### src/rtl/ram_arbiter_2p.sv
// ram_arbiter_2p
//   Shares one 32Kx16 RAM between a CPU port and a DMA/loader port.
//   One transfer is granted at a time. Each transfer runs IDLE -> ACCESS -> DONE,
//   with WAIT_STATES extra ACCESS cycles. The granted master receives a one-cycle ack
//   and, for reads, its rdata register.
//
// Parameters
//   WAIT_STATES  extra ACCESS cycles per transfer, 0..15
//   RR_PRIORITY  1 = round-robin on contention, 0 = CPU always wins
//
// Ports
//   clk, reset                  system clock, synchronous active-high reset
//   cpu_req/we/byte/addr/wdata  CPU request; req is a level held until cpu_ack
//   cpu_rdata, cpu_ack          CPU read data (holds last read) and completion pulse
//   dma_*                       same set of signals for the DMA port
//   ram_addr, ram_di            registered address and write data to the RAM
//   ram_ce_n, ram_we_n          active-low RAM strobes
//   ram_byte_op                 byte operation; the RAM steers lanes using addr[0]
//   ram_do                      combinational RAM read data
//   busy                        high whenever a transfer is in progress
module ram_arbiter_2p #(
  parameter int unsigned WAIT_STATES = 0,
  parameter bit          RR_PRIORITY = 1'b1
) (
  input  logic        clk,
  input  logic        reset,
  input  logic        cpu_req,
  input  logic        cpu_we,
  input  logic        cpu_byte,
  input  logic [15:0] cpu_addr,
  input  logic [15:0] cpu_wdata,
  output logic [15:0] cpu_rdata,
  output logic        cpu_ack,
  input  logic        dma_req,
  input  logic        dma_we,
  input  logic        dma_byte,
  input  logic [15:0] dma_addr,
  input  logic [15:0] dma_wdata,
  output logic [15:0] dma_rdata,
  output logic        dma_ack,
  output logic [15:0] ram_addr,
  output logic [15:0] ram_di,
  output logic        ram_ce_n,
  output logic        ram_we_n,
  output logic        ram_byte_op,
  input  logic [15:0] ram_do,
  output logic        busy
);

  typedef enum logic [1:0] {S_IDLE, S_ACCESS, S_DONE} state_t;
  typedef enum logic {M_CPU, M_DMA} master_t;

  localparam logic [3:0] CNT_INIT = 4'(WAIT_STATES);

  state_t      state;
  master_t     grant;
  master_t     last_grant;
  logic [3:0]  cnt;
  logic        req_we;
  logic        ce_n_q;
  logic        we_n_q;

  master_t     pick;
  logic        pick_valid;
  logic        sel_we;
  logic        sel_byte;
  logic [15:0] sel_addr;
  logic [15:0] sel_wdata;

  // Arbitration and operand selection for the master that would be granted now.
  // NOTE: every signal gets a default at the top of the block so no path leaves
  // it unassigned; that is what keeps always_comb from inferring a latch.
  always_comb begin
    pick_valid = cpu_req | dma_req;
    pick       = M_CPU;
    if (cpu_req && dma_req) begin
      // Round-robin: the master that did not win last time goes first.
      pick = (RR_PRIORITY && (last_grant == M_CPU)) ? M_DMA : M_CPU;
    end else if (dma_req) begin
      pick = M_DMA;
    end

    sel_we    = cpu_we;
    sel_byte  = cpu_byte;
    sel_addr  = cpu_addr;
    sel_wdata = cpu_wdata;
    if (pick == M_DMA) begin
      sel_we    = dma_we;
      sel_byte  = dma_byte;
      sel_addr  = dma_addr;
      sel_wdata = dma_wdata;
    end
  end

  // NOTE: all state here uses non-blocking assignments so every register samples
  // pre-edge values, regardless of statement order.
  always_ff @(posedge clk) begin
    if (reset) begin
      state       <= S_IDLE;
      grant       <= M_CPU;
      last_grant  <= M_DMA;   // the CPU wins the first tie after reset
      cnt         <= '0;
      req_we      <= 1'b0;
      ce_n_q      <= 1'b1;
      we_n_q      <= 1'b1;
      ram_addr    <= '0;
      ram_di      <= '0;
      ram_byte_op <= 1'b0;
      cpu_rdata   <= '0;
      dma_rdata   <= '0;
      cpu_ack     <= 1'b0;
      dma_ack     <= 1'b0;
    end else begin
      cpu_ack <= 1'b0;
      dma_ack <= 1'b0;
      case (state)
        S_IDLE: begin
          ce_n_q <= 1'b1;
          we_n_q <= 1'b1;
          if (pick_valid) begin
            grant       <= pick;
            last_grant  <= pick;
            req_we      <= sel_we;
            ram_addr    <= sel_addr;
            ram_di      <= sel_wdata;
            ram_byte_op <= sel_byte;
            cnt         <= CNT_INIT;
            ce_n_q      <= 1'b0;
            // The write strobe is only ever low in the final ACCESS cycle.
            we_n_q      <= !(sel_we && (CNT_INIT == 4'd0));
            state       <= S_ACCESS;
          end
        end

        S_ACCESS: begin
          if (cnt != 4'd0) begin
            cnt    <= cnt - 4'd1;
            we_n_q <= !(req_we && (cnt == 4'd1));
          end else begin
            ce_n_q <= 1'b1;
            we_n_q <= 1'b1;
            if (!req_we) begin
              if (grant == M_CPU) cpu_rdata <= ram_do;
              else                dma_rdata <= ram_do;
            end
            if (grant == M_CPU) cpu_ack <= 1'b1;
            else                dma_ack <= 1'b1;
            state <= S_DONE;
          end
        end

        S_DONE: begin
          state <= S_IDLE;
        end

        default: begin
          state <= S_IDLE;
        end
      endcase
    end
  end

  // Reset forces the strobes inactive immediately, so a transfer caught by reset
  // can never commit a write on the reset edge.
  assign ram_ce_n = ce_n_q | reset;
  assign ram_we_n = we_n_q | reset;
  assign busy     = (state != S_IDLE);

endmodule
### config.mk
export PLATFORM = sky130hd
export DESIGN_NAME = ram_arbiter_2p
export DESIGN_NICKNAME = d
export VERILOG_FILES = /design/src/rtl/ram_arbiter_2p.sv
export SDC_FILE = /design/constraint.sdc
export NUM_CORES = 1
export LEC_CHECK = 0
export ABC_CLOCK_PERIOD_IN_PS = 1670
export CORE_MARGIN = 2
export CORE_UTILIZATION = 54
export DETAILED_ROUTE_END_ITERATION = 6
export DONT_BUFFER_PORTS = 1
export PLACE_DENSITY_LB_ADDON = 0.15
export SETUP_SLACK_MARGIN = 0.2
export SLEW_MARGIN = 20
export SYNTH_ARGS = -nofsm -noshare
export SYNTH_HDL_FRONTEND = slang
export SYNTH_SLANG_ARGS = --single-unit
### constraint.sdc
create_clock -name clk -period 1.67 [get_ports clk]
set_clock_uncertainty 0.15 [all_clocks]
set_input_delay 0.334 -clock clk [delete_from_list [all_inputs] [get_ports clk]]
set_output_delay 0.334 -clock clk [all_outputs]
set_load 0.01 [all_outputs]
Word level (Yosys, flattened, before mapping)
Index checks and enable logic that the tools add are counted.

Divide/modulo/power cells: 0. Order comparisons: 0. Shifts and indexed selects: 0. Bitwise gates (word level): 7. Reduce and logical (&&, ||, !) cells: 15. $mul: 0. $add $sub $neg: 1. Equality and inequality tests: 5. Muxes and demuxes: 21.

Operators with widths (count): 16-bit 2-to-1 mux (2); 1-bit 2-to-1 mux (11); 4-bit 2-to-1 mux (2); 4-bit one-hot mux with 2 select lines (1); 4-bit AND reduction (2); 2-bit != test (second input constant) (3); 2-bit AND reduction (3); 4-bit by 1-bit equality test with 1-bit output (second input constant) (1); 2-bit 2-to-1 mux (2); 1-bit inverter (4); 1-bit one-hot mux with 2 select lines (2); 2-bit one-hot mux with 2 select lines (1); 2-bit nonzero test (2); 4-bit nonzero test (1); 4-bit by 1-bit subtractor with 4-bit output (second input constant) (1); 1-bit bitwise OR (3); 3-bit AND reduction (1); 3-bit OR reduction (1); 2-bit by 1-bit equality test with 1-bit output (second input constant) (1); 1-bit logical AND (2); 1-bit logical NOT (2); 2-bit logical NOT (1).

Register bits: 78. Bits in latches: 0. Output and inout port bits: 70. Memories kept: 0. Bits in writable memories: 0. Word-level logic and storage cells: 63. Bits in read-only memories: 0.

Depth between registers and ports, before layout
Gate-level depths: netlist of the first run.

Word-level depth: 6. Mapped depth: 7. Mapped depth without buffers: 5.

Worst setup path after synthesis of the first run
OpenSTA, ideal clock, no wires.

Kind: reg-to-reg. Start: register cnt[0]. End: register cpu_rdata[1]. Buffers on the path: 2. Setup slack: -0.059 ns. Data required time: 1.388 ns. Clock period less this slack: 1.729 ns. Setup time: 0.132 ns. Data arrival time: 1.447 ns. Stages on the path, launching flop included: 8. Path through: dfxtp_1 inv_1 ha_1 or3b_1 clkbuf_1 clkbuf_1 o21ai_0 a21oi_1.

Cells in the longest elaborated chain, start to end: 3.

Ends and longest elaborated chain: start: declaration (line 58) `logic [3:0] cnt;`; start signal: assignment (line 137) `cnt <= cnt - 4'd1;`; 4-bit nonzero test (line 136) `if (cnt != 4'd0) begin`; 1-bit inverter (no source line); 4-bit AND reduction (no source line); end signal: assignment (line 143) `if (grant == M_CPU) cpu_rdata <= ram_do;`; end: declaration (line 32) `output logic [15:0] cpu_rdata,`.

No other way between the ends. A chain may end at the register's enable or synchronous reset.

Final worst setup path of the first run
Start: register cnt[1]. End: register cpu_rdata[15].

The elaborated chain is that of the path after synthesis.

==> flow_summary.yaml, run 1 <==
final_layout:
  area_growth_pct: 27.0
  final_core_util: 0.722
  nets: 437
  diodes: 0
  drive_gt1_frac: 0.271
clock_tree:
  cts_buffers: 9
  clkLatencyLatePin_ns: 0.34
  root_buffer: "clkbuf_8"
  htreeDepth: 3
  tritoncts: "built"
  path_clk_slew_ns: 0.08
  cts_buffer_depth: 2
  cts.sinks: 78
yosys:
  ys_warn_count: 0
  syn_avg_cell_area_um2: 9.84
  synth_fp_nets: 415
  ys_ff_latch: 78
  synthXorXnorAreaFrac: 0
  synth_top_area_cell: "dfxtp_1"
  ys.flop_type: "dfxtp_1"
  syn-instance-count: 324
  synth-simple-area-share: 0.112
  syn-cell-area_um2: 3190
  synthDistinctLibCells: 39
  yosys.area_share.adder: 0.0118
  synthArstFlopShare: 0
  synth-compound-area-share: 0.229
  synth_top_family_by_area: "compound AO/OA/AOI/OAI gates"
  synthTopCellsByArea: "dfxtp_1 49%, mux2i_1 11%, o2bb2ai_1 9.3%"
  synth.area.mux_share: 0.107
  synth_edf_count: 0
  ys_seq_area_frac: 0.490
  yosys.area.top_type_share: 0.490
detailed_routing:
  wl_per_cell_um: 19.6
  drtIter0Drc: 74
  ant_nets: 0
  viasPerCell: 6.26
  drt_first_pass_iters: 4
  drc: 0
  vias: 2650
  routed_wl_um: 8270
global_routing:
  antenna_found_initial: 0
  grt_pass1_wl_um: 11200
  overflow: 0
  grt_max_degree: 41
  grt_pass1_vias: 2364
  grtUsageTotal: 0.220
run:
  max-cap-violations: 0
setup_path:
  cp_max_fo: 32
  arrival_ns: 1.73
  start_kind: "register"
  required_ns: 1.75
  criticalPathCategory: "register to register"
  critPathCaptureType: "register"
sta:
  rsz0062_at_grt: "yes"
  tightest_slew_ns: 0.273
  post-route-period-util: 0.991
  slew_headroom: 0.813
  hold_slack_ns: -0.00413
  post-route-min-period_ns: 1.65
  finalSetupViolCount: 0
  hold_viol_final: 2
  slew_violations: 0
  setup_tns_ns: 0
  max_freq_ghz: 0.604
power:
  p_int_mw: 3.08
  finalPower_mw: 4.18
  p_per_area_nw_per_um2: 1030
  p_clk_frac: 0.364
  sw_frac_of_total: 0.263
  p_leak_nw: 1.43
  seqPwrFrac: 0.517
  combPwrFrac: 0.119
  p_sw_mw: 1.10
  vdd_ir_drop_max_uv: 580
floorplan:
  ios: 158
  coreArea_um2: 5610
  start_util: 0.568
  dieArea_um2: 6530
  die_y_um: 80.8
  die_w_um: 80.8
  rows: 27
hold_path:
  hold_path_class: "input pin to register"
outcome:
  status: "complete, but fails checks"
  violations: "negative hold slack"
place:
  numPortBuffers: 0
  place_congestion: 0.794
  dp_hpwl_um: 5090
==> worst max-delay path, cell delays in order (launching register included) <==
cell	delay [ns]
dfxtp_2	0.33
inv_2	0.08
ha_4	0.14
or3b_4	0.40
buf_12	0.19
o21ai_1	0.16
a21oi_1	0.08
==> cell usage in the layout, fill, tap and decap left out, drive strengths merged, types with 2 or more instances in the layout <==
cell,synthesis,layout
a21boi,2,2
a21oi,36,36
buf,14,27
bufinv,0,2
clkbuf,16,12
clkinv,0,3
dfxtp,78,78
dlygate4sd3,0,12
ha,3,3
inv,5,5
mux2i,34,34
nand2,3,3
nand3,33,33
nor2,3,3
nor3,3,3
o21a,2,2
o21ai,33,33
o2bb2ai,34,34
or2,3,3
or3,2,2
or3b,2,2
or4,2,2
==> routing by layer <==
metal  global-route usage  wire (um)  vias up
met3               0.0622        694       10
met5                    0          0        -
met4                0.107        108        0
met2                0.348       4190      141
li1                     -          -     1247
met1                0.276       3270     1252
==> layout make-up <==
type	instances	area [um2]
Multi-Input combinational cell	211	1690
Clock inverter	6	86.3
Timing Repair Buffer	41	463
Sequential cell	78	1570
Fill cell	415	1560
Inverter	5	18.8
Clock buffer	10	128
Tap cell	72	90.1
==> timing repair <==
action	CTS	global route
cloned	0	3
setup endpoints to repair	76	79
endpoints found under the hold margin	35	35
gates resized for setup	18	36
setup buffers	5	5
pin swaps	3	8
==> registers in the layout, indices dropped and copies added, names as in the netlist <==
signal and count:
grant 1, cpu_rdata 16, ram_addr 16, ce_n_q 1
req_we 1, cnt 4, dma_ack 1, dma_rdata 16
last_grant 1, ram_byte_op 1, ram_di 16, cpu_ack 1
we_n_q 1, state 2
==> kinds of logic after synthesis <==
kind of cell	Yosys count
AOI/OAI and AO/OA	113
adders and majority gates	3
buffers and inverters	35
DFF	78
muxes	34
and+or+nand+nor	61
==> final timing paths <==
kind	startpoint	to	slack, ns	cells past startpoint
setup / recovery	cnt[1]	cpu_rdata[15]	0.02	6
hold / removal	ram_do[10]	cpu_rdata[10]	-0.004	2
setup reg to reg	cnt[1]	cpu_rdata[15]	0.02	6
hold reg to reg	dma_rdata[8]	dma_rdata[8]	0.36	2
==> cells in the mapped netlist, types with 2 or more instances <==
cell	number
buf_4	3
o21a_1	2
buf_2	9
nor3_1	3
ha_1	3
dfxtp_1	78
or3_1	2
or2_2	3
clkbuf_1	16
inv_1	5
a21boi_0	2
o2bb2ai_1	34
o21ai_0	33
mux2i_1	34
nor2_1	3
a21oi_1	36
or4_1	2
nand3_1	33
nand2_1	3
==> stage by stage <==
stage | std cells | instance area (um2) | worst slack [ns] | hold slack [ns]
final | 423 | 4050 | 0.0154 | -0.00413
after global routing | 423 | 4050 | -0.0345 | -0.00197
after CTS | 402 | 3670 | 0.0568 | -0.115
after detailed placement | 381 | 3350 | -0.0219 | 0.255
after global placement | 381 | 3350 | 0.0197 | 0.254
after floorplan | 324 | 3280 | 0.0634 | 0.314
==> power groups by stage <==
stage / clock network, mW / logic (mW) / registers, mW
2_1_floorplan: 0 / 0.337 / 2.16
3_3_place_gp: 0 / 0.393 / 2.20
3_5_place_dp: 0 / 0.409 / 2.19
4_1_cts: 1.54 / 0.425 / 2.16
5_1_grt: 1.62 / 0.542 / 2.17
6_report: 1.52 / 0.497 / 2.16
Power figures use the tool's default switching activity.
==> run 2: changes to the inputs <==
- CORE_ASPECT_RATIO: unset -> 0.9
- CORE_UTILIZATION: 54 -> 40
- CTS_CLUSTER_DIAMETER: unset -> 100
==> run 2 against run 1 <==
The flow now finishes without violations. Global-route usage fell by 3.0 points. Design area is 7.8% higher. Clock-buffer cell count stayed put. Total power up 6.5%. Utilization is 15 points lower. Combinational power rose by 24%. Setup slack got worse by 0.0081 ns. Sequential cell count is the same. Via count is 1.4% higher. Non-clock buffer count up 25. Largest cell class unchanged. Largest power group unchanged. Highest routed layer unchanged.
==> flow_summary.yaml, run 2 (synthesis results as in run 1) <==
outcome:
  status: "complete, no violations"
setup_path:
  crit_path_max_incr_delay_ns: 0.41
  criticalPathCategory: "register to register"
  path_cells: "inv_2 -> ha_4 -> or3b_4 -> buf_12 -> o21ai_1 -> a21oi_1"
  critPathCaptureType: "register"
  cp_max_fo: 27
  worst-r2r-cell-count: 6
  arrival_ns: 1.74
  critical_path.slowest_cell: "or3b_4"
  start_kind: "register"
  required_ns: 1.75
sta:
  hold_viol_final: 0
  hold_slack_ns: 0.0124
  slew_violations: 0
  max_freq_ghz: 0.601
  rsz0062_at_grt: "yes"
  post-route-min-period_ns: 1.66
  post-route-period-util: 0.996
  finalSetupViolCount: 0
  tightest_slew_ns: 0.312
  slew_headroom: 0.786
floorplan:
  die_w_um: 98.1
  dieArea_um2: 8700
  coreArea_um2: 7620
  start_util: 0.418
  die_y_um: 88.7
  rows: 30
  ios: 158
final_layout:
  final-seq-area_um2: 1570
  fin_area_um2: 4370
  final.fill_count: 639
  mostFrequentLayoutCell: "dfxtp_1"
  drive_gt1_frac: 0.249
  layout.cells.non_filler: 473
  area_growth_pct: 37.0
  final_cell_mix: "73 x dfxtp_1, 33 x mux2i_1, 33 x o2bb2ai_1, 33 x dlygate4sd3_1, 32 x nand3_1"
  diodes: 0
  nets: 463
  multi_input_area_um2: 1690
run:
  max-cap-violations: 0
clock_tree:
  htreeDepth: 3
  tritoncts: "built"
  clkLatencyLatePin_ns: 0.35
  cts_buffer_depth: 2
  root_buffer: "clkbuf_8"
  path_clk_slew_ns: 0.08
  cts.sinks: 78
  cts_buffers: 9
detailed_routing:
  drc: 0
  viasPerCell: 5.68
  drt_first_pass_iters: 4
  drtIter0Drc: 134
  ant_nets: 0
  wl_per_cell_um: 19.4
  vias: 2687
  routed_wl_um: 9160
global_routing:
  grt_pass1_wl_um: 13000
  grt_pass1_vias: 2555
  overflow: 0
  grt_max_degree: 36
  antenna_found_initial: 0
  grtUsageTotal: 0.190
power:
  p_leak_nw: 1.56
  p_per_area_nw_per_um2: 1020
  vdd_ir_drop_max_uv: 564
place:
  dp_hpwl_um: 5480
  placed_cells_incl_taps: 406
  numPortBuffers: 0
  placed_cell_area_um2: 3400
  place_congestion: 0.764
hold_path:
  hold_path_class: "input pin to register"
  holdPathStages: 2
[run 2: final cells by class]
cell class / count / share of cell area
multi-input combinational: 212 / 0.388
inverter: 5 / 0.00430
clock buffer: 10 / 0.0292
timing repair buffer: 66 / 0.166
clock inverter: 6 / 0.0252
tap: 96 / 0.0275
sequential: 78 / 0.360
[run 2: through the flow]
| stage | TNS [ns] | util | worst slack, ns | total power [mW] |
|---|---|---|---|---|
| after global placement | 0 | 0.446 | 0.0398 | 2.60 |
| final | 0 | 0.573 | 0.00737 | 4.45 |
| after global routing | -0.0442 | 0.573 | -0.0347 | 4.64 |
| after floorplan | 0 | - | 0.0634 | 2.50 |
| after detailed placement | -0.00498 | 0.446 | -0.00385 | 2.61 |
| after CTS | 0 | 0.539 | 0.0447 | 4.40 |
[run 2: repair_timing]
action | in CTS | in global routing
gates resized for setup | 16 | 33
endpoints found under the hold margin | 45 | 0
setup endpoints to repair | 80 | 77
pin swaps | 8 | 9
gates cloned | 0 | 4
setup buffers | 8 | 5
hold buffers | 34 | 0
[run 2: worst max-delay path, delay by kind of cell (launching register included)]
family,cells,cell delay [ns]
AOI/OAI and AO/OA,2,0.26
DFF,1,0.33
adders and majority gates,1,0.13
buffers and inverters,2,0.25
and+or+nand+nor,1,0.41
[run 2: path summary, 6_finish.rpt]
check | slack (ns) | end | startpoint
setup reg to reg | 0.007 | dma_rdata[4] | cnt[1]
setup / recovery | 0.007 | dma_rdata[4] | cnt[1]
hold / removal | 0.01 | ram_di[4] | cpu_wdata[4]
hold reg to reg | 0.36 | cpu_rdata[7] | cpu_rdata[7]
[run 2: layer usage]
layer,track usage,vias up,part of all wire
li1,-,1301,-
met1,0.223,1258,0.42
met2,0.308,114,0.48
met3,0.0837,14,0.082
met4,0.0770,0,0.017
met5,0,-,0
[run 2: report_power, final]
group / switching (mW) / internal (mW) / leakage, nW
Combinational: 0.294 / 0.323 / 0.804
Sequential: 0.162 / 2.00 / 0.640
Clock: 0.684 / 0.990 / 0.112
==> RTL change (flow settings as in run 1) <==
Reset style: asynchronous (`reset`), changed in one clocked block. Comments in the files are not updated.
--- a/src/rtl/ram_arbiter_2p.sv
+++ b/src/rtl/ram_arbiter_2p.sv
@@ -94,7 +94,7 @@
 
   // NOTE: all state here uses non-blocking assignments so every register samples
   // pre-edge values, regardless of statement order.
-  always_ff @(posedge clk) begin
+  always_ff @(posedge clk or posedge reset) begin
     if (reset) begin
       state       <= S_IDLE;
       grant       <= M_CPU;
Check against the original RTL: differs if reset is asserted again (counterexample within 4 cycles, from zero or initial values and one cycle with reset high); with reset held inactive, the same outputs for 10 cycles.
==> RTL change against run 1 <==
The run ends with negative setup slack left. Count of clock-buffer cells in the layout up 1. Synthesized area up 8.3%. First-iteration DRC count up 57%. Sequential cell count unchanged. Design area up 25%. Worst hold slack better by 0.062 ns. Wire length up 18%. Setup slack worse by 0.39 ns.
Power is not compared: it rests on default switching activity, and its combinational part moved more than twofold at a synthesized area within 25%.
==> RTL change: results (changes against run 1) <==
* Clock-cell share at 4.89% (-0.40 points)
* Post-CTS Setup Inserts at 24 (+19)
* Critical path peak fanout at 8 (-75%)
* Multi-input gates at 179 (-15%)
* Met3 usage at 7.02% (+0.80 points)
* Post-route worst setup slack at -0.373 ns (-0.389 ns)
* Area contributors post-synth: dfrtp_1, mux2i_1, mux2_4
* Actual slew at the worst max-slew pin at 0.626 ns (+0.353 ns)
* Multiplexer share of the synthesized area at 22.2% (+11 points)
* Non-clk buf share at 19.7% (+8.2 points)
* Wire length on met2 at 5300 um (+26%)
* Pre-CTS setup slack at -0.414 ns (-0.392 ns)
* Status: complete, but fails checks
* DRT iter0 DRCs at 116 (+57%)
* # fillers at 344 (-17%)
* Grt met1 use at 32.0% (+4.4 points)
* Fin nets at 440 (+0.69%)
* Hold_sp: cpu_wdata[1]
* Reg2Reg Depth at 7 (+1)
* Met2 Use GR at 47.9% (+13 points)
* CLK BUF at 11 (+1)
* Non-clk bufs at 74 (+80%)
* Area used by multi-input combinational logic at 0.00174 mm^2 (+2.7%)
* Fraction of registers with async set/reset at 100% (+100 points)
* Worst-case hold path end point: ram_di[1]
* Adder-cell share of the synthesized area at 1.09% (-0.090 points)
* CTS resizes at 81 (+63)
* FF+latch area at 0.00196 mm^2 (+24%)
* Total track usage at 27.0% (+5.0 points)
* Met3 wire length at 676 um (-2.6%)
* Worst Setup SP: cnt[1]
* Yosys cell types at 33 (-15%)
* Failing checks: negative setup slack
* Share of layout cells above drive strength 1 at 47.2% (+20 points)
* Die W at 84.0 um (+3.9%)
* Cell area after placement at 0.00367 mm^2 (+9.4%)
* Routability cong. at 0.839 (+5.7%)
* # setup viols final at 44 (+44)
RTL change: cell types whose count changed in the layout (fill, tap and decap cells not counted), sizes merged, moves of 7 or more:
cell	before	now
dlygate4sd3	12	19
nand3	33	0
nor2	3	40
dfrtp	0	75
mux2	0	32
o21ai	33	7
dfxtp	78	0
buf	27	55
o2bb2ai	34	0
RTL change: power breakdown:
group	leakage [uW]	total (uW)	switching [uW]	internal (uW)
registers	0.000894	3970	1120	2850
clock network	0.000120	1740	698	1040
logic	0.00117	4850	2110	2750
RTL change: stage by stage:
stage | power [uW] | utilization (%) | std cells | TNS [ns] | hold slack [ns]
final | 10600 | 80.7 | 431 | -11.36 | 0.0583
after global routing | 11100 | 80.7 | 431 | -14.15 | 0.0559
after CTS | 10100 | 78.3 | 427 | -10.27 | 0.0346
after detailed placement | 6480 | 58.4 | 356 | -12.01 | 0.0871
after global placement | 6390 | 58.4 | 356 | -11.16 | 0.0913
after floorplan | 5810 | - | 276 | -9.74 | 0.254
